[src/rtl/quad_pkg.sv]
// Shared phase constants, FSM encoding and phase-successor helper for the
// quadrature up/down decoder.
package quad_pkg;

  localparam logic [1:0] PH_00 = 2'b00;
  localparam logic [1:0] PH_01 = 2'b01;
  localparam logic [1:0] PH_11 = 2'b11;
  localparam logic [1:0] PH_10 = 2'b10;

  localparam logic ST_INIT  = 1'b0;
  localparam logic ST_TRACK = 1'b1;

  // Forward (count-up) order is 00 -> 01 -> 11 -> 10 -> 00; reverse is the inverse map.
  function automatic logic [1:0] next_fwd(input logic [1:0] phase);
    logic [1:0] nxt;
    case (phase)
      PH_00:   nxt = PH_01;
      PH_01:   nxt = PH_11;
      PH_11:   nxt = PH_10;
      default: nxt = PH_00;
    endcase
    return nxt;
  endfunction

endpackage

[src/rtl/sync_ff.sv]
// N-stage flip-flop synchroniser for a single asynchronous bit, cleared by a
// synchronous active-high reset.
module sync_ff #(
  parameter int N = 2
) (
  input  logic clk,
  input  logic srst,
  input  logic d,
  output logic q
);

  logic [N-1:0] stage_reg;

  generate
    for (genvar gi = 0; gi < N; gi++) begin : g_stage
      if (gi == 0) begin : g_first
        always_ff @(posedge clk) begin
          if (srst) stage_reg[gi] <= 1'b0;
          else      stage_reg[gi] <= d;
        end
      end else begin : g_rest
        always_ff @(posedge clk) begin
          if (srst) stage_reg[gi] <= 1'b0;
          else      stage_reg[gi] <= stage_reg[gi-1];
        end
      end
    end
  endgenerate

  assign q = stage_reg[N-1];

endmodule

[src/rtl/quad_updown_decoder.sv]
// Quadrature decoder: synchronises A/B, tracks the phase and drives a wrapping
// up/down position count with registered direction, step and error strobes.
module quad_updown_decoder
  import quad_pkg::*;
#(
  parameter int WIDTH       = 3,
  parameter int SYNC_STAGES = 2
) (
  input  logic             CP,
  input  logic             CR,
  input  logic             A,
  input  logic             B,
  input  logic             EN,
  output logic [WIDTH-1:0] Q,
  output logic             Up_Down,
  output logic             Step,
  output logic             Err
);

  logic             a_s;
  logic             b_s;
  logic [1:0]       phase;
  logic [1:0]       pprev_reg;
  logic             state_reg;
  logic [2:0]       init_cnt_reg;
  logic [WIDTH-1:0] q_reg;
  logic             up_reg;
  logic             step_reg;
  logic             err_reg;
  logic             is_fwd;
  logic             is_rev;
  logic             is_jump;

  sync_ff #(.N(SYNC_STAGES)) u_sync_a (.clk(CP), .srst(CR), .d(A), .q(a_s));
  sync_ff #(.N(SYNC_STAGES)) u_sync_b (.clk(CP), .srst(CR), .d(B), .q(b_s));

  assign phase = {a_s, b_s};

  always_comb begin
    is_fwd  = (phase == next_fwd(pprev_reg));
    is_rev  = (pprev_reg == next_fwd(phase));
    is_jump = ((phase ^ pprev_reg) == 2'b11);
  end

  // INIT stays until the cleared synchroniser has refilled with the live pin
  // levels, so a level already present at reset release is never seen as motion.
  always_ff @(posedge CP) begin
    if (CR) begin
      state_reg    <= ST_INIT;
      init_cnt_reg <= '0;
      pprev_reg    <= PH_00;
      q_reg        <= '0;
      up_reg       <= 1'b1;
      step_reg     <= 1'b0;
      err_reg      <= 1'b0;
    end else begin
      step_reg  <= 1'b0;
      err_reg   <= 1'b0;
      pprev_reg <= phase;
      case (state_reg)
        ST_INIT: begin
          if (init_cnt_reg == 3'(SYNC_STAGES)) state_reg <= ST_TRACK;
          else                                 init_cnt_reg <= init_cnt_reg + 3'd1;
        end
        default: begin
          if (is_fwd) begin
            if (EN) begin
              q_reg    <= q_reg + WIDTH'(1);
              up_reg   <= 1'b1;
              step_reg <= 1'b1;
            end
          end else if (is_rev) begin
            if (EN) begin
              q_reg    <= q_reg - WIDTH'(1);
              up_reg   <= 1'b0;
              step_reg <= 1'b1;
            end
          end else if (is_jump) begin
            err_reg <= 1'b1;
          end
        end
      endcase
    end
  end

  assign Q       = q_reg;
  assign Up_Down = up_reg;
  assign Step    = step_reg;
  assign Err     = err_reg;

endmodule

[config.mk]
export PLATFORM = sky130hd
export DESIGN_NAME = quad_updown_decoder
export DESIGN_NICKNAME = d
export VERILOG_FILES = /design/src/rtl/quad_pkg.sv /design/src/rtl/sync_ff.sv /design/src/rtl/quad_updown_decoder.sv
export SDC_FILE = /design/constraint.sdc
export NUM_CORES = 1
export LEC_CHECK = 0
export ABC_AREA = 1
export BUFFER_PORTS_ARGS = -buffer_cell sky130_fd_sc_hd__buf_2
export CORE_ASPECT_RATIO = 1.4
export CORE_MARGIN = 2
export CORE_UTILIZATION = 35
export DETAILED_ROUTE_END_ITERATION = 10
export PLACE_DENSITY = 0.51
export SYNTH_ARGS = -nofsm -noshare
export SYNTH_HDL_FRONTEND = slang
export SYNTH_SLANG_ARGS = --single-unit
[constraint.sdc]
create_clock -name CP -period 3.45 [get_ports CP]
set_input_delay 0.345 -clock CP [delete_from_list [all_inputs] [get_ports CP]]
set_output_delay 0.345 -clock CP [all_outputs]
set_load 0.01 [all_outputs]
=== Word level (Yosys, flattened, before mapping) ===
Cells that the tools add are included.

* Register bits after elaboration: 16

* Add/subtract/negate cells: 3
* Equal/unequal tests: 10
* Mux-type cells: 16
* Bitwise gates (word level): 3
* Reductions and logical operators: 7

{| class="wikitable"
|+ Operator list
! kind !! count
|-
| $mux W3 || 4
|-
| $pmux W2 S3 || 2
|-
| $mux W1 || 10
|-
| $add A3 B1 Y3 const B || 2
|-
| $eq A2 B2 Y1 const B || 3
|-
| $eq A2 B1 Y1 const B || 2
|-
| $eq A2 B2 Y1 || 2
|-
| $logic_not A2 Y1 || 2
|-
| $ne A2 B2 Y1 const B || 2
|-
| $reduce_and A4 Y1 || 1
|-
| $reduce_or A4 Y1 || 1
|-
| $eq A3 B2 Y1 const B || 1
|-
| $sub A3 B1 Y3 const B || 1
|-
| $not A1 Y1 || 2
|-
| $reduce_and A2 Y1 || 1
|-
| $reduce_bool A2 Y1 || 1
|-
| $reduce_or A2 Y1 || 1
|-
| $xor A2 B2 Y2 || 1
|}

=== Depth between registers and ports, before layout ===
* Depth in word-level cells: 5
* Depth in mapped cells: 11

=== Hierarchy ===
A second synthesis with hierarchy kept.

* Cells, all modules: 86
* Area total of the unflattened synthesis: 689.4 sq um

{| class="wikitable"
|+ Modules (own cells, without submodules)
! module !! times used !! cells each !! area an instance (sq um) !! seq. area each (sq um)
|-
| quad_updown_decoder || 1 || 74 || 579.3 || 240.2
|-
| sync_ff || 2 || 6 || 55.1 || 40.0
|}

=== Worst setup path after synthesis ===
Ideal clock, no wire load.

* Path kind: reg-to-reg
* Start: register u_sync_a.stage_reg[1], in the netlist u_sync_a.q
* End: register q_reg[2], in the netlist Q[2]
* Setup time: 115 ps
* Arrival: 1311 ps
* Required time: 3335 ps
* Path slack: 2024 ps
* Stages on the path, launching flop included: 11
* Buffers on the path: 0
* Clock period less this slack: 1426 ps
* Path through: dfxtp_1 nand2_1 nand2_2 nand2_4 fa_1 inv_1 nand3_1 nand2_1 nand3_1 nand2_1 nor2_1

* Cells in the longest elaborated chain, start to end: 5

{| class="wikitable"
|+ RTL lines
! item !! line !! text
|-
| start, declared || sync_ff.sv:12 || <nowiki>logic [N-1:0] stage_reg;</nowiki>
|-
| start signal, assigned by index || sync_ff.sv:24 || <nowiki>else stage_reg[gi] <= stage_reg[gi-1];</nowiki>
|-
| $eq A2 B2 Y1, or another cell as far along || quad_pkg.sv:16 || <nowiki>case (phase)</nowiki>
|-
| $pmux W2 S3 || quad_pkg.sv:16 ||
|-
| $eq A2 B2 Y1 || quad_updown_decoder.sv:41 || <nowiki>is_rev = (pprev_reg == next_fwd(phase));</nowiki>
|-
| $ne A2 B2 Y1 (no line) / $reduce_bool A2 Y1 (equally long branches) || -- ||
|-
| $reduce_and A4 Y1 (no line) || -- ||
|-
| end signal, assigned || quad_updown_decoder.sv:68 || <nowiki>q_reg <= q_reg + WIDTH'(1);</nowiki>
|-
| end signal, assigned || quad_updown_decoder.sv:74 || <nowiki>q_reg <= q_reg - WIDTH'(1);</nowiki>
|-
| end, declared || quad_updown_decoder.sv:26 || <nowiki>logic [WIDTH-1:0] q_reg;</nowiki>
|}

Several ways; a longest one is shown, not always the timed one.
A chain may end at the register's enable or synchronous reset.

=== Final worst setup path ===
* Start: register pprev_reg[1]
* End: register q_reg[2], in the netlist Q[2]

* Cells in the longest elaborated chain, start to end: 5

{| class="wikitable"
|+ RTL lines
! item !! line !! text
|-
| start, declared || quad_updown_decoder.sv:23 || <nowiki>logic [1:0] pprev_reg;</nowiki>
|-
| start signal, assigned || quad_updown_decoder.sv:59 || <nowiki>pprev_reg <= phase;</nowiki>
|-
| $eq A2 B2 Y1, or another cell as far along || quad_pkg.sv:16 ||
|-
| $pmux W2 S3 || quad_pkg.sv:16 ||
|-
| $eq A2 B2 Y1 || quad_updown_decoder.sv:40 || <nowiki>is_fwd = (phase == next_fwd(pprev_reg));</nowiki>
|-
| $ne A2 B2 Y1 (no line) / $reduce_bool A2 Y1 (equally long branches) || -- ||
|-
| $reduce_and A4 Y1 (no line) || -- ||
|}

Several ways; a longest one is shown, not always the timed one.

==> results.md <==
- Core area: between 1500 and 2000 um2
- Crit path required time: 3.65 ns
- Initial DRT Pass Iterations: 2
- Final hold violation count: 0
- Port-buffer cells: 10
- Setup bufs post-CTS: 0
- Seq/Total Area, Yosys: 0.4604
- Largest net degree at the start of global routing: 12
- Critical path type: reg2reg
- Post-route cell area: 804.5 um2
- Crit path launch type: flip-flop
- Global-route wire length before repair: 2.159 mm
- Layout cells sized above 1: 0.2990
- Boundary Pins: 11
- Cell Rows: 19
- Max Fclk: 663.0 MHz
- Cts hold-fix bufs: 0
- Global Route Usage Sum: 0.1218
- Vias in the first global route: between 500 and 600
- CTS resizes: 0
- Clock Skew: around 0.0064 ns
- Hpwl dp: roughly 900 um
- Sw Ratio: 0.2906
- Most used DFF post-synth: dfxtp_1
- Mapped cell area: 695.7 um2
- TritonCTS buffer count: 3
- R2r setup slk: a little under 2 ns
- Die area: 2365 um2
- Placer Congestion: roughly 0.7
- PD cells: 523.6 nW/um2
- Final TNS setup: 0 ns
- Clock tree buffer depth: 2
- Yosys cell types: 18
- Post-synth EDFFs: 0
- CP Capture Type: flip-flop
- ANT cells: 0
- Worst-skew pair later-pin latency: 0.29 ns
- MaxCap Viol Count: 0
- Antenna Nets Post-Route: 0
- Die Wd: approximately 42 um
- # fillers: 212
- Initial Utilization: 0.3613
- VDD IR max: between 0.0002 and 0.00025 V
- #FFs+latches synth: 16
- Minimum clock period after layout: 1.508 ns
- Initial DRC count: 7
- Slew @ Worst Pin: 0.2252 ns
- Final WL: about 1.1 mm
- P_int: between 200 and 300 uW
- Avg Inst Size Synth: 8.282 um2
- DR WL/cell: ~9.5 um
- Via density: 4.602
- Final setup violation count: 0
- Num Clock Sinks: 16
- Grt total ovfl: 0
- Outcome: finished, final reports clean
- TritonCTS clock tree: done
- Routed via count: 543
- Post-Synthesis Cells: 84
- Synth-to-Final Area Change: 15.65%
- Fin crit share: 0.4372
- CTS clock-pin slew for the worst setup and hold paths: ~0.1 ns
- Residual DRC: 0
- Syn nets: 92
- Critical path's most frequent cell: nand2_1
- Slew headroom: 0.8499
- Seq pwr share: 0.523
- P_sw: between 100 and 150 uW
- CP Cell Sequence: inv_1, nand2_1, nand2_2, nand2_4, fa_1, inv_1, nand3_1, nand2_1, nand3_1, nand2_1, nor2_1
- Largest stage delay, worst path: 0.38 ns
- Pre-CTS setup slack: approximately 1.9 ns
- Synth async-reset ratio: 0
- Slowest-stage cell, CP: fa_1
- Util after Layout: 0.4178
- Static leakage: between 0.0003 and 0.0004 uW
- DIE HEIGHT: 56.75 um
- Synth warn: 0
- HP Class: in2reg
- RSZ-0062 raised after global routing: no
- Layout net count: 106
- Clk pwr share: 0.301
- Dpl cell area: 768.2 um2
- Final Slew Violations: 0
- Root Buffer: clkbuf_4
- H-tree levels: 1
- CP Max Fanout: 4
- Initial antenna violation count: 0
- Worst EP arrival: 1.71 ns
- Final WS setup: 1.942 ns
- Comb power frac: 0.176
cells in the final DEF (no fill, tap or decap), types with 2 or more instances in the layout:
| cell type | count |
|---|---|
| dfxtp_1 | 16 |
| o21ai_0 | 3 |
| inv_1 | 10 |
| o211ai_1 | 2 |
| a21oi_1 | 4 |
| clkbuf_4 | 3 |
| buf_2 | 10 |
| nand2_4 | 3 |
| nand2_2 | 6 |
| inv_2 | 3 |
| ha_1 | 2 |
| nand3_1 | 4 |
| a21oi_2 | 3 |
| nor2_1 | 9 |
| nand2_1 | 14 |
cells by family (layout without fill, tap and decap cells):
family,count (synthesis),after routing,synth area share
AND/OR/NAND/NOR,37,37,0.2662
flip-flops,16,16,0.4604
buffers and inverters,14,27,0.07554
AO/OA/AOI/OAI,13,13,0.1205
adder cells (fa/ha/maj),3,3,0.06474
XOR/XNOR,1,1,0.01259
through the flow:
step,hold slack (ns),instances,total power (uW)
final,0.2485,118,421.3
after global routing,0.2474,118,451.8
after CTS,0.2413,118,430.7
after detailed placement,0.3920,114,302.2
after global placement,0.3906,114,298.1
after floorplan,0.3883,84,282.3
Yosys cell counts (2+ instances only):
cell type	number	area, um2
inv_1	10	37.54
inv_2	3	11.26
a21oi_1	4	20.02
nor2_1	9	33.78
o211ai_1	2	15.01
dfxtp_1	16	320.3
ha_1	2	25.02
o21ai_0	3	15.01
nand2_2	6	37.54
nand2_4	3	33.78
nand2_1	14	52.55
a21oi_2	3	26.28
nand3_1	4	20.02
final timing paths:
kind | start | end | cells past startpoint
max | pprev_reg[1] | Q[2] | 11
min reg2reg | u_sync_a.stage_reg[0] | u_sync_a.q | 2
max reg2reg | pprev_reg[1] | Q[2] | 11
min | B | u_sync_b.stage_reg[0] | 3
critical path: cells and delay by family, from the launching register on:
family	cells	cell delay (ns)
adders and majority gates	1	0.38
buffers and inverters	2	0.15
DFF	1	0.35
and+or+nand+nor	8	0.56
area by class of cell:
type	instances	area [um2]	area share
clock buffer	4	36.28	0.04510
inverter	13	48.80	0.06065
multi-input combinational	54	322.8	0.4012
sequential	16	320.3	0.3981
tap	21	26.28	0.03266
timing repair buffer	10	50.05	0.06221
per-layer routing:
metal,GRT usage,vias to the layer above,share of wire
met1,0.1272,237,0.40
li1,-,289,-
met4,0.09677,0,0.040
met5,0,-,0
met2,0.2098,12,0.52
met3,0.01929,5,0.039
power groups by stage:
stage	clock network [uW]	logic [uW]	registers, uW
after floorplan	0	59.7	223
after global placement	0	73.3	225
after detailed placement	0	76.8	225
after CTS	133	76.8	221
after global routing	140	89.3	223
final	127	74.3	220
(Power assumes the default switching activity.)
